$ cat src/rtl/dmac_pkg.sv
// Shared types and sizing for the DMA controller channel scheduler.
package dmac_pkg;

  localparam int unsigned NUM_CH = 2;

  typedef enum logic [2:0] {
    IDLE,
    WAIT_GRANT,
    START,
    BUSY,
    ACK
  } sched_state_t;

endpackage

$ cat src/rtl/dmac_rr_arbiter.sv
// Round-robin channel picker: the nearest pending channel after last_served wins.
module dmac_rr_arbiter
  import dmac_pkg::*;
#(
  parameter int unsigned NUM_CH = dmac_pkg::NUM_CH,
  localparam int unsigned CHW   = (NUM_CH > 1) ? $clog2(NUM_CH) : 1
) (
  input  logic [NUM_CH-1:0] pending,
  input  logic [CHW-1:0]    last_served,
  output logic              grant_valid,
  output logic [CHW-1:0]    grant_idx
);

  logic [CHW-1:0] cand;

  // Walk from the farthest offset to the nearest so the nearest match is the last one kept.
  always_comb begin
    grant_valid = 1'b0;
    grant_idx   = '0;
    cand        = '0;
    for (int unsigned k = 1; k <= NUM_CH; k++) begin
      cand = CHW'((32'(last_served) + NUM_CH + 1 - k) % NUM_CH);
      if (pending[cand]) begin
        grant_valid = 1'b1;
        grant_idx   = cand;
      end
    end
  end

endmodule

$ cat src/rtl/dmac_channel_scheduler.sv
// DMA channel scheduler: picks a requesting channel, acquires the AHB bus,
// sequences the datapath transfer and keeps per-channel completion/error flags.
module dmac_channel_scheduler
  import dmac_pkg::*;
#(
  parameter int unsigned NUM_CH = dmac_pkg::NUM_CH,
  localparam int unsigned CHW   = (NUM_CH > 1) ? $clog2(NUM_CH) : 1
) (
  input  logic              clk,
  input  logic              rst,
  input  logic [NUM_CH-1:0] DmacReq,
  input  logic [NUM_CH-1:0] ChEnable,
  input  logic              Bus_Grant,
  input  logic              ChDone,
  input  logic              ChError,
  input  logic [NUM_CH-1:0] IntClr,
  output logic              Bus_Req,
  output logic [CHW-1:0]    ChSel,
  output logic              ChStart,
  output logic              ChHold,
  output logic [NUM_CH-1:0] ReqAck,
  output logic [NUM_CH-1:0] IntStatus,
  output logic [NUM_CH-1:0] ErrStatus,
  output logic              Interrupt
);

  sched_state_t      state;
  logic [CHW-1:0]    last_served;
  logic [NUM_CH-1:0] pending;
  logic              grant_valid;
  logic [CHW-1:0]    grant_idx;
  logic              finish;
  logic [NUM_CH-1:0] sel_vec;
  logic [NUM_CH-1:0] int_set;
  logic [NUM_CH-1:0] err_set;
  logic [NUM_CH-1:0] int_next;
  logic [NUM_CH-1:0] err_next;

  assign pending = DmacReq & ChEnable;

  dmac_rr_arbiter #(
    .NUM_CH(NUM_CH)
  ) u_arb (
    .pending    (pending),
    .last_served(last_served),
    .grant_valid(grant_valid),
    .grant_idx  (grant_idx)
  );

  assign finish = (state == BUSY) && (ChDone || ChError);

  always_comb begin
    sel_vec        = '0;
    sel_vec[ChSel] = 1'b1;
    int_set        = finish ? sel_vec : '0;
    err_set        = (finish && ChError) ? sel_vec : '0;
    int_next       = (IntStatus & ~IntClr) | int_set;
    err_next       = (ErrStatus & ~IntClr) | err_set;
  end

  // Stall follows the live grant so the datapath freezes in the same cycle the bus is lost.
  assign ChHold = (state == BUSY) && !Bus_Grant;

  always_ff @(posedge clk) begin
    if (rst) begin
      state       <= IDLE;
      last_served <= CHW'(NUM_CH - 1);
      Bus_Req     <= 1'b0;
      ChSel       <= '0;
      ChStart     <= 1'b0;
      ReqAck      <= '0;
      IntStatus   <= '0;
      ErrStatus   <= '0;
      Interrupt   <= 1'b0;
    end else begin
      IntStatus <= int_next;
      ErrStatus <= err_next;
      Interrupt <= (|int_next) | (|err_next);
      ChStart   <= 1'b0;
      ReqAck    <= '0;
      case (state)
        IDLE: begin
          if (grant_valid) begin
            ChSel   <= grant_idx;
            Bus_Req <= 1'b1;
            state   <= WAIT_GRANT;
          end
        end
        WAIT_GRANT: begin
          if (Bus_Grant) begin
            ChStart <= 1'b1;
            state   <= START;
          end
        end
        START: state <= BUSY;
        BUSY: begin
          if (finish) begin
            Bus_Req <= 1'b0;
            ReqAck  <= sel_vec;
            state   <= ACK;
          end
        end
        ACK: begin
          last_served <= ChSel;
          state       <= IDLE;
        end
        default: begin
          Bus_Req <= 1'b0;
          state   <= IDLE;
        end
      endcase
    end
  end

endmodule

$ cat config.mk
export PLATFORM = sky130hd
export DESIGN_NAME = dmac_channel_scheduler
export DESIGN_NICKNAME = d
export VERILOG_FILES = /design/src/rtl/dmac_pkg.sv /design/src/rtl/dmac_rr_arbiter.sv /design/src/rtl/dmac_channel_scheduler.sv
export SDC_FILE = /design/constraint.sdc
export NUM_CORES = 1
export LEC_CHECK = 0
export BUFFER_PORTS_ARGS = -buffer_cell sky130_fd_sc_hd__buf_2
export CAP_MARGIN = 10
export CELL_PAD_IN_SITES_DETAIL_PLACEMENT = 1
export CELL_PAD_IN_SITES_GLOBAL_PLACEMENT = 2
export CORE_MARGIN = 4
export CORE_UTILIZATION = 28
export CTS_CLUSTER_SIZE = 25
export DETAILED_ROUTE_END_ITERATION = 7
export PLACE_DENSITY = 0.84
export SYNTH_ARGS = -nofsm -noshare
export SYNTH_HDL_FRONTEND = slang
export SYNTH_SLANG_ARGS = --single-unit
export TNS_END_PERCENT = 30
$ cat constraint.sdc
create_clock -name clk -period 1.8 [get_ports clk]
set_clock_uncertainty 0.05 [all_clocks]
set_input_delay 0 -clock clk [delete_from_list [all_inputs] [get_ports clk]]
set_output_delay 0 -clock clk [all_outputs]
set_load 0.01 [all_outputs]
==> key figures, run 1 <==
Outcome
  • Status: complete, no violations

Route
  • Drt wl/cell: 13.9 um
  • Per-cell via count in the routed design: 4.84
  • Number of DRC violations after detailed-routing iteration 0: 4
  • Vias: 562
  • DRC viols: 0
  • Detailed-router iteration count before antenna repair: 4
  • Overall routed net length: 1.61 mm
  • ANT nets after route: 0

Timing
  • Worst setup slack after layout: 0.143 ns
  • RSZ-0062 raised after global routing: false
  • Total negative slack: 0 ns
  • Hold Slack: 0.0649 ns
  • Slew at the pin closest to its max-slew limit: 0.427 ns
  • Hold Vio Cnt, Final: 0
  • Endpoints failing setup: 0
  • Worst slew margin: 0.714
  • Slew Viols, Final: 0
  • Tcrit/Tclk final: 0.920
  • Final period demand of the worst path: 1.66 ns
  • Highest clock frequency the design can meet: 0.604 GHz

Finish
  • Post-route core utilization: 0.408
  • Diodes inserted: 0
  • Most frequent standard cell in the layout excluding fill and tap cells: buf_2
  • Most used cells in the layout excluding fill and tap cells: buf_2 (21), dfxtp_1 (14), dlygate4sd3_1 (7)
  • Synthesis-to-finish area growth: 36.2%
  • Layout cell share with drive strength beyond 1: 0.360
  • Nets: 101

Worst setup path
  • Type of the worst setup path: flop to flop
  • Required time worst endpoint: 1.95 ns
  • Crit Reg-Reg Startpoint: state[0]$_SDFFE_PP0P_
  • Startpoint type of the worst setup path: flop
  • End of the worst register-to-register path: ChSel$_SDFFE_PP0P_
  • Largest driver fanout on the critical path: 9
  • Register-to-register setup slack: 0.14 ns
  • Kind of capture point of the worst setup path: flop
  • Cells on worst reg2reg path: 4
  • Critical Path AT: 1.81 ns

Floorplan
  • IO Count: 22
  • Die H: 54.1 um
  • Core area: 1980 um^2
  • Area of the die: 2920 um^2
  • Std cell rows: 16
  • Die span in x: 54.1 um
  • Starting density of the core: 0.300

Placement
  • DPL Wire Length: 1.11 mm
  • Port Buffers: 21
  • RD Place Congestion: 0.711
  • Dpl ws: 0.555 ns

Power and ir drop
  • Sw power: 0.000182 W
  • Logic pwr share: 0.153
  • Power share of the clock group: 0.332
  • Maximum vdd drop: 0.000228 V
  • Sequential group share of total power: 0.515
  • Switching portion of total power: 0.265
  • Power per unit of standard cell area: 845 nW/um^2
  • Internal cell power: 0.000503 W
  • Standby leakage power: 0.333 nW

Global route
  • Overflow left after global routing: 0
  • Pin count of the biggest net entering global routing: 13
  • Number of global-route vias before repair: 563
  • Overall global routing resource usage: 0.124
  • First-pass GRT wire length: 2.62 mm
  • Antenna violations before repair: 0

Clocking
  • Cell at the root of the clock tree: clkbuf_4
  • Depth of the CTS H-tree: 1
  • CTS tree: yes
  • Clock Sinks: 14
  • Clock Pin Slew Worst Setup and Hold Paths: 0.09 ns
  • Clock tree buffer depth: 2
  • Number of buffers created by CTS: 3
  • Worst skew pair latency: 0.28 ns
  • Post-CTS Repair Setup Buffers: 0

Logic synthesis
  • Mapped Cells: 61
  • Distinct cell type count of the synthesized netlist: 32
  • Synth Register Bits: 14
  • Post-synthesis sequential area ratio: 0.472
  • Syn Nets: 72
  • Count of warnings emitted by yosys: 0
  • Mapped Area: 594 um^2
  • Mean instance size in the synthesized netlist: 9.74 um^2

Min path
  • Origin of the worst min-delay path: ChDone
  • Worst min path class: input port to flop
  • Cells on Worst Hold Path: 3
  • Hold endpoint: ReqAck[1]$_SDFF_PP0_

Job
  • Max-cap violation count: 0
==> metrics by stage <==
stage               instance area, um^2  instances  power, W
floorplan                           594         61  0.000419
global placement                    698        105  0.000443
detailed placement                  698        105  0.000446
CTS                                 805        116  0.000687
global route                        810        116  0.000718
finish                              810        116  0.000684
==> timing repair <==
item	4_1_cts	5_1_grt
gates resized for setup	0	1
hold buffers	7	0
setup endpoints to repair	0	1
hold endpoints to repair	7	0
==> flip-flops by register name, summed over array words and instances, names as in the netlist <==
| register | count |
|---|---|
| state | 3 |
| ErrStatus | 2 |
| IntStatus | 2 |
| ReqAck | 2 |
| Bus_Req | 1 |
| ChSel | 1 |
| ChStart | 1 |
| Interrupt | 1 |
| last_served | 1 |
==> power by group through the flow <==
stage	registers, W	clock network (W)	logic, W
after detailed placement	0.000359	0	0.0000878
after global routing	0.000356	0.000245	0.000116
after global placement	0.000357	0	0.0000861
after CTS	0.000351	0.000234	0.000102
final	0.000352	0.000227	0.000105
after floorplan	0.000345	0	0.0000742
==> kinds of logic (layout without fill, tap and decap cells) <==
group,Yosys count,in the layout,share of synthesized area
AND/OR/NAND/NOR,25,25,0.263
AO/OA/AOI/OAI,16,16,0.194
flip-flops,14,14,0.472
buffers and inverters,6,34,0.0716
==> cell type report <==
cell class,count,area (um^2)
Tap cell,27,33.8
Clock buffer,4,36.3
Timing Repair Buffer,28,175
Fill cell,244,1170
Multi-Input combinational cell,41,277
Sequential cell,14,280
Inverter,2,7.51
==> critical path: stages (launching register included) <==
cell and delay, ns:
dfxtp_1 0.42, nor3_2 0.26, nand4_1 0.11, dlygate4sd3_1 0.59, a21oi_1 0.16
==> worst max-delay path by stage <==
stage,startpoint,to,slack [ns]
after floorplan,state[1]$_SDFFE_PP0P_,last_served$_SDFFE_PP1N_,0.69
after global placement,state[1]$_SDFFE_PP0P_,IntStatus[1]$_SDFF_PP0_,0.59
after detailed placement,state[1]$_SDFFE_PP0P_,Interrupt$_SDFF_PP0_,0.55
after CTS,state[1]$_SDFFE_PP0P_,ChSel$_SDFFE_PP0P_,0.17
after global routing,state[0]$_SDFFE_PP0P_,ChSel$_SDFFE_PP0P_,0.05
final,state[0]$_SDFFE_PP0P_,ChSel$_SDFFE_PP0P_,0.14
==> cell usage after synthesis (all sizes together) <==
master	n	area (um^2)
o32ai	2	17.5
o41ai	1	8.76
nand2	2	7.51
nand3	2	10.0
o22a	1	8.76
buf	4	35.0
nand2b	2	12.5
a221oi	1	8.76
nor4	1	6.26
o21ai	2	10.0
a22oi	1	7.51
nand4	1	6.26
and3b	1	10.0
nor2	7	33.8
o211ai	1	7.51
o31ai	1	7.51
a311o	1	11.3
nor3b	1	7.51
or2	2	15.0
or3b	1	8.76
nor4b	2	17.5
inv	2	7.51
nor2b	1	6.26
nor3	2	15.0
dfxtp	14	280
a21oi	4	20.0
a21boi	1	7.51
==> metal layers <==
layer | up-vias | track usage | wire [um]
met2 | 11 | 0.214 | 813
li1 | 279 | - | -
met4 | 0 | 0.0498 | 19
met5 | - | 0 | 0
met1 | 270 | 0.147 | 700
met3 | 2 | 0.0277 | 77
(Power assumes the default switching activity.)
==> run 2: changes to the inputs <==
==> constraint.sdc (replaced) <==
create_clock -name clk -period 1.95 [get_ports clk]
set_clock_uncertainty 0.05 [all_clocks]
set_input_delay 0 -clock clk [delete_from_list [all_inputs] [get_ports clk]]
set_output_delay 0 -clock clk [all_outputs]
set_load 0.01 [all_outputs]
==> run 2 against run 1 <==
Effect of this change: non-clock buffer count unchanged; register-to-register slack better by 0.07 ns; via count up 0.18%; highest routed layer unchanged.
==> key figures, run 2 (synthesized netlist as in run 1, its figures left out) <==
Finish
  • Diodes inserted: 0
  • Synthesis-to-finish area growth: 35.4%
  • Register bank with the most flops: state
  • Number of flip-flops under the largest register name: 3
  • Cell area after layout: 805 um^2
  • Layout cell share with drive strength beyond 1: 0.348
  • Most used cells in the layout excluding fill and tap cells: buf_2 (21), dfxtp_1 (14), dlygate4sd3_1 (7)
  • Most frequent standard cell in the layout excluding fill and tap cells: buf_2
  • Non-filler instance count after layout: 116
  • Nets: 101

Power and ir drop
  • Logic pwr share: 0.151
  • Maximum vdd drop: 0.000202 V
  • Sequential group share of total power: 0.515
  • Standby leakage power: 0.332 nW
  • Sw power: 0.000167 W
  • Switching portion of total power: 0.265
  • Power per unit of standard cell area: 782 nW/um^2
  • Power share of the clock group: 0.333
  • Internal cell power: 0.000463 W

Min path
  • Worst min path class: input port to flop
  • Cells on Worst Hold Path: 3
  • Hold endpoint: ReqAck[1]$_SDFF_PP0_
  • Origin of the worst min-delay path: ChDone

Placement
  • Dpl ws: 0.705 ns
  • Placed cell count: 105
  • Port Buffers: 21
  • RD Place Congestion: 0.711
  • DPL Wire Length: 1.11 mm
  • DP Area: 698 um^2

Job
  • Max-cap violation count: 0

Clocking
  • Count of hold buffers inserted by post-cts repair: 7
  • Clock Sinks: 14
  • Cell at the root of the clock tree: clkbuf_4
  • Worst skew pair latency: 0.28 ns
  • Number of buffers created by CTS: 3
  • CTS-repair resized insts: 0
  • Post-CTS Repair Setup Buffers: 0
  • Clock tree buffer depth: 2
  • Depth of the CTS H-tree: 1
  • Clock Pin Slew Worst Setup and Hold Paths: 0.09 ns
  • CTS tree: yes

Timing
  • Endpoints failing setup: 0
  • Slew Viols, Final: 0
  • Total negative slack: 0 ns
  • Slew at the pin closest to its max-slew limit: 0.423 ns
  • RSZ-0062 raised after global routing: false
  • Final period demand of the worst path: 1.73 ns
  • Worst slew margin: 0.717
  • Tcrit/Tclk final: 0.889
  • Highest clock frequency the design can meet: 0.577 GHz
  • Hold Vio Cnt, Final: 0
  • Worst setup slack after layout: 0.217 ns

Worst setup path
  • Kind of capture point of the worst setup path: flop
  • Register-to-register setup slack: 0.22 ns
  • Required time worst endpoint: 2.10 ns
  • Critical Path AT: 1.89 ns
  • Largest stage delay, worst path: 0.59 ns
  • Crit Reg-Reg Startpoint: state[1]$_SDFFE_PP0P_
  • Cells on worst reg2reg path: 4
  • Startpoint type of the worst setup path: flop
  • CP cell instances: nor3_1 -> nand4_1 -> dlygate4sd3_1 -> a21oi_1
  • Worst path slowest cell: dlygate4sd3_1
  • Largest driver fanout on the critical path: 10
  • Type of the worst setup path: flop to flop
  • End of the worst register-to-register path: ChSel$_SDFFE_PP0P_

Route
  • Detailed-router iteration count before antenna repair: 4
  • DRC viols: 0
  • ANT nets after route: 0
  • Per-cell via count in the routed design: 4.85
  • Vias: 563
  • Overall routed net length: 1.62 mm
  • Drt wl/cell: 13.9 um
  • Number of DRC violations after detailed-routing iteration 0: 5

Floorplan
  • Area of the die: 2920 um^2
  • Starting density of the core: 0.300
  • Core area: 1980 um^2
  • Die H: 54.1 um
  • Std cell rows: 16
  • Die span in x: 54.1 um
  • IO Count: 22

Outcome
  • Status: complete, no violations

Global route
  • Antenna violations before repair: 0
  • First-pass GRT wire length: 2.62 mm
  • Overflow left after global routing: 0
  • Overall global routing resource usage: 0.124
  • Number of global-route vias before repair: 563
  • Pin count of the biggest net entering global routing: 13
## run 2: cell types whose count changed in the layout (fill, tap and decap cells not counted)
| cell | previous run | this run |
|---|---|---|
| nor3_2 | 2 | 1 |
| nor3_1 | 0 | 1 |
## run 2: through the flow
stage / power (W) / utilization / hold WS, ns
finish: 0.000629 / 0.406 / 0.0629
global route: 0.000660 / 0.406 / 0.121
CTS: 0.000634 / 0.406 / 0.0816
detailed placement: 0.000412 / 0.352 / 0.198
global placement: 0.000409 / 0.352 / 0.202
floorplan: 0.000387 / - / -0.00359
## run 2: power by group through the flow
stage | registers [W] | clock network, W | logic (W)
finish | 0.000324 | 0.000210 | 0.0000952
global route | 0.000328 | 0.000226 | 0.000106
CTS | 0.000324 | 0.000216 | 0.0000942
detailed placement | 0.000331 | 0 | 0.0000811
global placement | 0.000330 | 0 | 0.0000794
floorplan | 0.000319 | 0 | 0.0000685
## run 2: critical path: cells and delay by family, from the launching register on
kind | cells | cell delay (ns)
compound gates | 1 | 0.16
flops | 1 | 0.42
simple gates | 2 | 0.44
buf+inv | 1 | 0.59
## run 2: metal layers
| layer | part of all wire | wire (um) | vias to the layer above | track usage |
|---|---|---|---|---|
| met4 | 0.012 | 19 | 0 | 0.0498 |
| met5 | 0 | 0 | - | 0 |
| li1 | - | - | 278 | - |
| met1 | 0.43 | 691 | 272 | 0.147 |
| met2 | 0.51 | 829 | 11 | 0.214 |
| met3 | 0.048 | 77 | 2 | 0.0277 |
## run 2: worst max-delay path by stage
| stage | from | endpoint | cells after the start |
|---|---|---|---|
| finish | state[1]$_SDFFE_PP0P_ | ChSel$_SDFFE_PP0P_ | 4 |
| global route | state[1]$_SDFFE_PP0P_ | ChSel$_SDFFE_PP0P_ | 4 |
| CTS | state[1]$_SDFFE_PP0P_ | ChSel$_SDFFE_PP0P_ | 4 |
| detailed placement | state[1]$_SDFFE_PP0P_ | Interrupt$_SDFF_PP0_ | 3 |
| global placement | state[1]$_SDFFE_PP0P_ | IntStatus[1]$_SDFF_PP0_ | 3 |
| floorplan | state[1]$_SDFFE_PP0P_ | last_served$_SDFFE_PP1N_ | 4 |
## run 2: layout make-up
class / instances / area [um^2]
fill: 246 / 1180
sequential: 14 / 280
multi-input combinational: 41 / 272
timing repair buffer: 28 / 175
clock buffer: 4 / 36.3
tap: 27 / 33.8
inverter: 2 / 7.51
